File: src/rtl/quad_decoder_if.sv
// rtl/quad_decoder_if.sv - encoder inputs, control strobes and decoded outputs of quad_decoder
interface quad_decoder_if #(
    parameter int WIDTH = 4
);
    logic             enc_a;
    logic             enc_b;
    logic             clr;
    logic             err_clr;
    logic             step;
    logic             dir;
    logic [WIDTH-1:0] position;
    logic             err;

    modport master (
        output enc_a, enc_b, clr, err_clr,
        input  step, dir, position, err
    );

    modport slave (
        input  enc_a, enc_b, clr, err_clr,
        output step, dir, position, err
    );
endinterface

File: src/rtl/quad_decoder.sv
// rtl/quad_decoder.sv - synchronized, debounced quadrature decoder with wrapping position count
module quad_decoder #(
    parameter int WIDTH       = 4,
    parameter int SYNC_STAGES = 2,
    parameter int FILTER_LEN  = 4
) (
    input  logic          clk,
    input  logic          rst,
    quad_decoder_if.slave bus
);
    localparam int CNT_W = (FILTER_LEN > 1) ? $clog2(FILTER_LEN) : 1;
    localparam logic [CNT_W-1:0] CNT_LAST = CNT_W'(FILTER_LEN - 1);
    localparam logic [WIDTH-1:0] POS_ONE  = WIDTH'(1);

    logic [SYNC_STAGES-1:0] sync_a;
    logic [SYNC_STAGES-1:0] sync_b;
    logic [1:0]             s_ab;
    logic [1:0]             f_ab;
    logic [CNT_W-1:0]       cnt [2];
    logic [1:0]             prev;

    logic [1:0]             diff;
    logic                   valid;
    logic                   illegal;
    logic                   up_mv;

    logic                   step_q;
    logic                   dir_q;
    logic [WIDTH-1:0]       pos_q;
    logic                   err_q;

    // Gray-code successor in the up direction: 00 -> 01 -> 11 -> 10 -> 00.
    function automatic logic [1:0] next_up(input logic [1:0] st);
        logic [1:0] nx;
        nx = 2'b00;
        case (st)
            2'b00: nx = 2'b01;
            2'b01: nx = 2'b11;
            2'b11: nx = 2'b10;
            2'b10: nx = 2'b00;
            default: nx = 2'b00;
        endcase
        return nx;
    endfunction

    always_ff @(posedge clk or posedge rst) begin
        if (rst) begin
            sync_a <= '0;
            sync_b <= '0;
        end else begin
            sync_a <= {sync_a[SYNC_STAGES-2:0], bus.enc_a};
            sync_b <= {sync_b[SYNC_STAGES-2:0], bus.enc_b};
        end
    end

    assign s_ab = {sync_a[SYNC_STAGES-1], sync_b[SYNC_STAGES-1]};

    // Index 1 is channel A, index 0 is channel B, matching the {A,B} decode order.
    always_ff @(posedge clk or posedge rst) begin
        if (rst) begin
            f_ab <= 2'b00;
            for (int i = 0; i < 2; i++) cnt[i] <= '0;
        end else begin
            for (int i = 0; i < 2; i++) begin
                if (s_ab[i] == f_ab[i]) begin
                    cnt[i] <= '0;
                end else if (cnt[i] == CNT_LAST) begin
                    f_ab[i] <= s_ab[i];
                    cnt[i]  <= '0;
                end else begin
                    cnt[i] <= cnt[i] + 1'b1;
                end
            end
        end
    end

    always_comb begin
        diff    = prev ^ f_ab;
        valid   = ^diff;
        illegal = &diff;
        up_mv   = (f_ab == next_up(prev));
    end

    always_ff @(posedge clk or posedge rst) begin
        if (rst) begin
            prev   <= 2'b00;
            step_q <= 1'b0;
            dir_q  <= 1'b1;
            pos_q  <= '0;
            err_q  <= 1'b0;
        end else begin
            prev   <= f_ab;
            step_q <= valid;
            if (valid) dir_q <= up_mv;

            // clr overrides the count but step/dir still report this cycle's move.
            if (bus.clr)
                pos_q <= '0;
            else if (valid)
                pos_q <= up_mv ? pos_q + POS_ONE : pos_q - POS_ONE;

            if (illegal)
                err_q <= 1'b1;
            else if (bus.err_clr)
                err_q <= 1'b0;
        end
    end

    assign bus.step     = step_q;
    assign bus.dir      = dir_q;
    assign bus.position = pos_q;
    assign bus.err      = err_q;
endmodule

File: src/flat_wrapper.sv
// flat-port wrapper written by rule: the top's interface ports become plain ports
module quad_decoder_flat 
#(
    parameter int WIDTH       = 4,
    parameter int SYNC_STAGES = 2,
    parameter int FILTER_LEN  = 4
)
  (clk, rst, bus_enc_a, bus_enc_b, bus_clr, bus_err_clr, bus_step, bus_dir, bus_position, bus_err);
  quad_decoder_if #(.WIDTH(WIDTH)) bus_i ();
  input  logic clk;
  input  logic rst;
  input wire logic [$bits(bus_i.enc_a)-1:0] bus_enc_a;
  input wire logic [$bits(bus_i.enc_b)-1:0] bus_enc_b;
  input wire logic [$bits(bus_i.clr)-1:0] bus_clr;
  input wire logic [$bits(bus_i.err_clr)-1:0] bus_err_clr;
  output wire logic [$bits(bus_i.step)-1:0] bus_step;
  output wire logic [$bits(bus_i.dir)-1:0] bus_dir;
  output wire logic [$bits(bus_i.position)-1:0] bus_position;
  output wire logic [$bits(bus_i.err)-1:0] bus_err;
  assign bus_i.enc_a = bus_enc_a;
  assign bus_i.enc_b = bus_enc_b;
  assign bus_i.clr = bus_clr;
  assign bus_i.err_clr = bus_err_clr;
  assign bus_step = bus_i.step;
  assign bus_dir = bus_i.dir;
  assign bus_position = bus_i.position;
  assign bus_err = bus_i.err;
  quad_decoder #(.WIDTH(WIDTH), .SYNC_STAGES(SYNC_STAGES), .FILTER_LEN(FILTER_LEN)) u_core (.clk(clk), .rst(rst), .bus(bus_i));
endmodule
File: config.mk
export PLATFORM = sky130hd
export DESIGN_NAME = quad_decoder_flat
export DESIGN_NICKNAME = d
export VERILOG_FILES = /design/src/rtl/quad_decoder_if.sv /design/src/rtl/quad_decoder.sv /design/src/flat_wrapper.sv
export SDC_FILE = /design/constraint.sdc
export NUM_CORES = 1
export LEC_CHECK = 0
export CAP_MARGIN = 20
export CORE_MARGIN = 8
export CORE_UTILIZATION = 35
export DETAILED_ROUTE_END_ITERATION = 7
export PLACE_DENSITY_LB_ADDON = 0.1
export RECOVER_POWER = 50
export SLEW_MARGIN = 20
export SYNTH_ARGS = -nofsm -noshare
export SYNTH_HDL_FRONTEND = slang
export SYNTH_SLANG_ARGS = --single-unit
export TNS_END_PERCENT = 100
File: constraint.sdc
create_clock -name clk -period 2.4 [get_ports clk]
set_clock_uncertainty 0.15 [all_clocks]
set_input_delay 0.24 -clock clk [delete_from_list [all_inputs] [get_ports clk]]
set_output_delay 0.24 -clock clk [all_outputs]
set_load 0.01 [all_outputs]
==> flow_summary.yaml, run 1 <==
worst_setup_path:
  crit_chain: "xor2_1 -> nor2_1 -> inv_1 -> ha_1 -> a21oi_1 -> a211oi_1 -> o21ai_1 -> mux2_1"
  crit_path_start_kind: "flop"
  r2r-end: "u_core.bus.position[3]"
  worst-path-stages: 8
  reg2reg_depth: 8
  critical_path.max_stage_delay_ps: 400
  crit_family: "compound AO/OA/AOI/OAI gates"
  slowest_stage: "dfrtp_1"
  cp.required_ps: 2440
  cp_num_buf_inv: 1
  critPathCaptureType: "flop"
  critPathMaxFanout: 3
  worstSetupPathType: "reg -> reg"
  arrival_ps: 2240
  regToRegSetupSlack_ps: 200
  r2r-start: "u_core.f_ab[1]"
final_layout:
  final_cell_mix: "dfrtp_1, clkdlybuf4s50_1, nor2_1, inv_1, ha_1"
  nets: 92
  diodes: 0
  fin_util: 0.4580
  drive_above_1_share: 0.1266
  area_delta_synth_final_pct: 24.92
  layout_commonest_cell: "dfrtp_1"
pwr:
  p_leak_nw: 0.4658
  power.density_mw_per_mm2: 1509
  vdd_ir_drop_max_uv: 502.9
yosys:
  yosys-top-cells-area: "dfrtp_1, ha_1, xnor2_1, mux2_2, dfstp_2"
  synthMuxAreaShare: 0.06854
  synth_compound_area_frac: 0.05296
  syn-cell-area_um2: 803.3
  synth_seq_cells: 19
  syn_avg_cell_area_um2: 13.17
  synth_fp_nets: 73
  syn_inst: 61
  synth_fa_ha_area_frac: 0.1028
  synth-xor-area-share: 0.08723
  ys_types: 20
  synth_top_family_by_area: "adder cells"
  yosysSeqAreaShare: 0.5935
  synth_top_area_cell: "dfrtp_1"
  synth_top_area_share: 0.5607
  ys_warn_count: 0
  synthSimpleGateAreaFrac: 0.06542
die:
  initial_core_util: 0.3666
  core_mm2: 0.002191
  die-area_mm2: 0.004084
  die_h_um: 63.91
  pin_count: 13
  num_rows: 17
  die_w_um: 63.91
global_routing:
  grt_max_degree: 20
  grt.total_usage: 0.06563
  grt_first_pass_wirelength_um: 2097
  overflow: 0
  antenna_found_initial: 0
  grt_pass1_vias: 450
clocking:
  clk_pin_slew_ps: 110
  cts_sinks: 19
  cts_htree_levels: 1
  cts_root_buf: "clkbuf_4"
  clockBufferDepth: 2
  post_cts_buffers: 0
  clk_latency_ps: 290
  numCtsBuffers: 3
  cts_hold_buf: 0
  cts_tree: "done"
  ctsResizeCount: 0
min_path:
  hold_start: "u_core.sync_a[0]"
  whs_path_depth: 0
  hp-class: "reg -> reg"
  hold_end: "u_core.sync_a[1]"
timing:
  slew_viol_final: 0
  rsz0062_at_grt: "no"
  hold_viol: 0
  tns_ps: 0
  tightest_slew_ps: 698.9
  finalSetupViolCount: 0
  fmax_ghz: 0.4542
  finalCriticalPeriod_ps: 2202
  fin_crit_sh: 0.9174
  relSlewSlack: 0.5335
flow_run:
  max_cap_viol_count: 0
detailed_routing:
  drt_iter0_markers: 2
  vias: 469
  drt-vias-per-instance: 4.383
  firstDrtPassIters: 2
  wl_um: 1220
  wire_per_inst_um: 11.40
  antenna_left: 0
  drc: 0
placement:
  dp_hpwl_um: 931.2
  place_congestion: 0.7166
  portBuffers: 12
outcome:
  status: "finished clean"
[logic make-up (layout without fill, tap and decap cells)]
family | after synthesis | in the layout
flip-flops | 19 | 19
AND/OR/NAND/NOR | 11 | 11
XOR/XNOR | 8 | 8
adder cells (fa/ha/maj) | 6 | 6
multiplexers | 5 | 5
AO/OA/AOI/OAI | 6 | 6
buffers and inverters | 6 | 24
[per-layer routing]
layer / vias up / GRT usage / part of all wire
li1: 236 / - / -
met1: 217 / 0.07477 / 0.48
met2: 12 / 0.09536 / 0.43
met3: 4 / 0.03310 / 0.076
met4: 0 / 0.04178 / 0.019
met5: - / 0 / 0
[Yosys cell counts]
cell	instances
nor3_1	2
ha_1	5
dfstp_2	1
a21oi_1	1
inv_1	5
mux2_2	3
a211oi_1	2
xor2_1	3
o211a_1	1
nand3_1	1
nor2b_1	3
buf_2	1
mux2_1	1
a21o_1	1
xnor2_1	5
o21ai_1	1
mux2i_1	1
dfrtp_1	18
fa_1	1
nor2_1	5
[state kept, by name, indices dropped and copies added, names as in the netlist]
| name | flops |
|---|---|
| u_core.bus.err | 1 |
| u_core.sync_b | 2 |
| u_core.prev | 2 |
| u_core.bus.step | 1 |
| u_core.bus.position | 4 |
| u_core.bus.dir | 1 |
| u_core.sync_a | 2 |
| u_core.f_ab | 2 |
| u_core.cnt | 4 |
[how the worst max path moves through the flow]
stage	startpoint	to
after floorplan	u_core.f_ab[1]	u_core.bus.position[3]
after global placement	u_core.prev[0]	u_core.bus.position[3]
after detailed placement	u_core.f_ab[1]	u_core.bus.position[3]
after CTS	u_core.f_ab[1]	u_core.bus.position[3]
after global routing	u_core.f_ab[1]	u_core.bus.position[3]
final	u_core.f_ab[1]	u_core.bus.position[3]
[through the flow]
step	power, mW	cell area (um^2)	worst slack, ps	cells	hold slack (ps)
global route	1.652	1003	23.10	107	224.4
finish	1.515	1003	198.3	107	214.3
CTS	1.547	1003	185.0	107	208.6
global placement	1.368	975.9	260.2	103	182.6
detailed placement	1.380	975.9	213.4	103	187.2
floorplan	1.127	803.3	228.5	61	40.39
[power breakdown]
part	internal, mW	total [mW]	switching (mW)
Clock	0.0620	0.160	0.0979
Combinational	0.446	0.834	0.388
Sequential	0.447	0.520	0.0735
Total	0.955	1.51	0.560
[cell type report]
cell class,count,area [um^2]
fill,221,1187
sequential,19,476.7
multi-input combinational,36,310.3
timing repair buffer,15,135.1
tap,28,35.03
clock buffer,3,22.52
inverter,5,18.77
clock inverter,1,5.005
Note: power is estimated with default switching activity, not from simulation.
==> inputs of run 2 (changes only) <==
--- a/config.mk
+++ b/config.mk
@@ -7,7 +7,7 @@
 export LEC_CHECK = 0
 export CAP_MARGIN = 20
 export CORE_MARGIN = 8
-export CORE_UTILIZATION = 35
+export CORE_UTILIZATION = 45
 export DETAILED_ROUTE_END_ITERATION = 7
 export PLACE_DENSITY_LB_ADDON = 0.1
 export RECOVER_POWER = 50
==> flow_summary.yaml, run 2 (synthesized netlist as in run 1, its figures left out) <==
detailed_routing:
  wire_per_inst_um: 11.67
  wl_um: 1202
  antenna_left: 0
  firstDrtPassIters: 4
  drt_iter0_markers: 3
  drc: 0
  drt-vias-per-instance: 4.553
  vias: 469
worst_setup_path:
  crit_path_start_kind: "flop"
  worstSetupPathType: "reg -> reg"
  cp.required_ps: 2430
  critPathMaxFanout: 5
  arrival_ps: 2270
  critPathCaptureType: "flop"
timing:
  finalSetupViolCount: 0
  hold_viol: 0
  finalCriticalPeriod_ps: 2240
  relSlewSlack: 0.5463
  slew_viol_final: 0
  tightest_slew_ps: 679.9
  fin_crit_sh: 0.9335
  fmax_ghz: 0.4464
  rsz0062_at_grt: "no"
  tns_ps: 0
die:
  pin_count: 13
  core_mm2: 0.001708
  initial_core_util: 0.4703
  die-area_mm2: 0.003393
  die_h_um: 58.25
  die_w_um: 58.25
  num_rows: 15
global_routing:
  grt_pass1_vias: 483
  antenna_found_initial: 0
  overflow: 0
  gr-usage-met3: 0.03532
  grt_max_degree: 20
  grtUsageMet2: 0.1306
  grt_use_met1: 0.08673
  grt_first_pass_wirelength_um: 2063
  grt_busiest_layer: "met2"
  grt.total_usage: 0.08192
min_path:
  hp-class: "reg -> reg"
clocking:
  clk_pin_slew_ps: 100
  numCtsBuffers: 3
  cts_hold_buf: 0
  clockBufferDepth: 2
  cts_tree: "done"
  cts_sinks: 19
  cts_root_buf: "clkbuf_4"
  clk_latency_ps: 290
  cts_htree_levels: 1
pwr:
  vdd_ir_drop_max_uv: 894.7
  power.density_mw_per_mm2: 1522
  p_leak_nw: 0.4580
placement:
  place_congestion: 0.7029
  portBuffers: 12
  dp_cells: 98
  dp_hpwl_um: 969.9
final_layout:
  final_cells: 103
  nets: 91
  area_delta_synth_final_pct: 23.52
  drive_above_1_share: 0.1410
  final_cell_mix: "dfrtp_1, clkdlybuf4s50_1, xnor2_1, inv_1, ha_1"
  layout_commonest_cell: "dfrtp_1"
  diodes: 0
outcome:
  status: "finished clean"
flow_run:
  max_cap_viol_count: 0
## run 2: cell count changes in the layout (fill, tap and decap cells not counted), sizes merged
| cell | change |
|---|---|
| clkbuf | -1 |
## run 2: critical path, cell delays in order, from the launching register on
cell	delay, ps
dfrtp_2	460
xor2_1	200
nor2_2	130
inv_1	70
ha_1	320
a21oi_1	210
a211oi_1	110
o21ai_1	150
mux2_1	330
## run 2: per-layer routing
metal / up-vias / part of all wire
met5: - / 0
met4: 0 / 0.010
met3: 2 / 0.070
met2: 9 / 0.49
met1: 224 / 0.43
li1: 234 / -
## run 2: final cells by class
type | instances | area, um^2
Clock buffer | 3 | 22.52
Clock inverter | 1 | 5.005
Fill cell | 150 | 715.7
Inverter | 5 | 18.77
Multi-Input combinational cell | 36 | 305.3
Sequential cell | 19 | 478.0
Tap cell | 25 | 31.28
Timing Repair Buffer | 14 | 131.4
## run 2: metrics by stage
stage	util	area, um^2	hold WS, ps	total power [mW]	setup slack, ps
after floorplan	-	803.3	40.39	1.127	228.5
after global placement	0.5604	957.2	186.7	1.329	88.69
after detailed placement	0.5604	957.2	190.3	1.361	8.377
after CTS	0.5780	987.2	211.5	1.533	52.92
after global routing	0.5810	992.2	219.3	1.652	15.88
final	0.5810	992.2	211.4	1.511	159.7
## run 2: timing repair
action | in CTS | in global routing
setup buffers | 0 | 1
endpoints found under the setup margin | 1 | 1
resized for setup | 1 | 1
pin swaps | 0 | 1
hold endpoints to repair | 0 | 0
## run 2: path summary, 6_finish.rpt
path | cells after the start | endpoint | slack (ps) | from
max in group asynchronous | 2 | u_core.f_ab[1] | 1300 | rst
max | 8 | u_core.bus.position[3] | 160 | u_core.f_ab[1]
min | 0 | u_core.sync_a[1] | 210 | u_core.sync_a[0]
min reg2reg | 0 | u_core.sync_a[1] | 210 | u_core.sync_a[0]
max reg2reg | 8 | u_core.bus.position[3] | 160 | u_core.f_ab[1]
min in group asynchronous | 2 | u_core.sync_b[1] | 330 | rst
## run 2: power by group
part / switching, mW / leakage (nW) / internal [mW]
sequential: 0.0771 / 0.232 / 0.449
combinational: 0.390 / 0.209 / 0.442
clock: 0.0913 / 0.0177 / 0.0619
total: 0.558 / 0.458 / 0.953
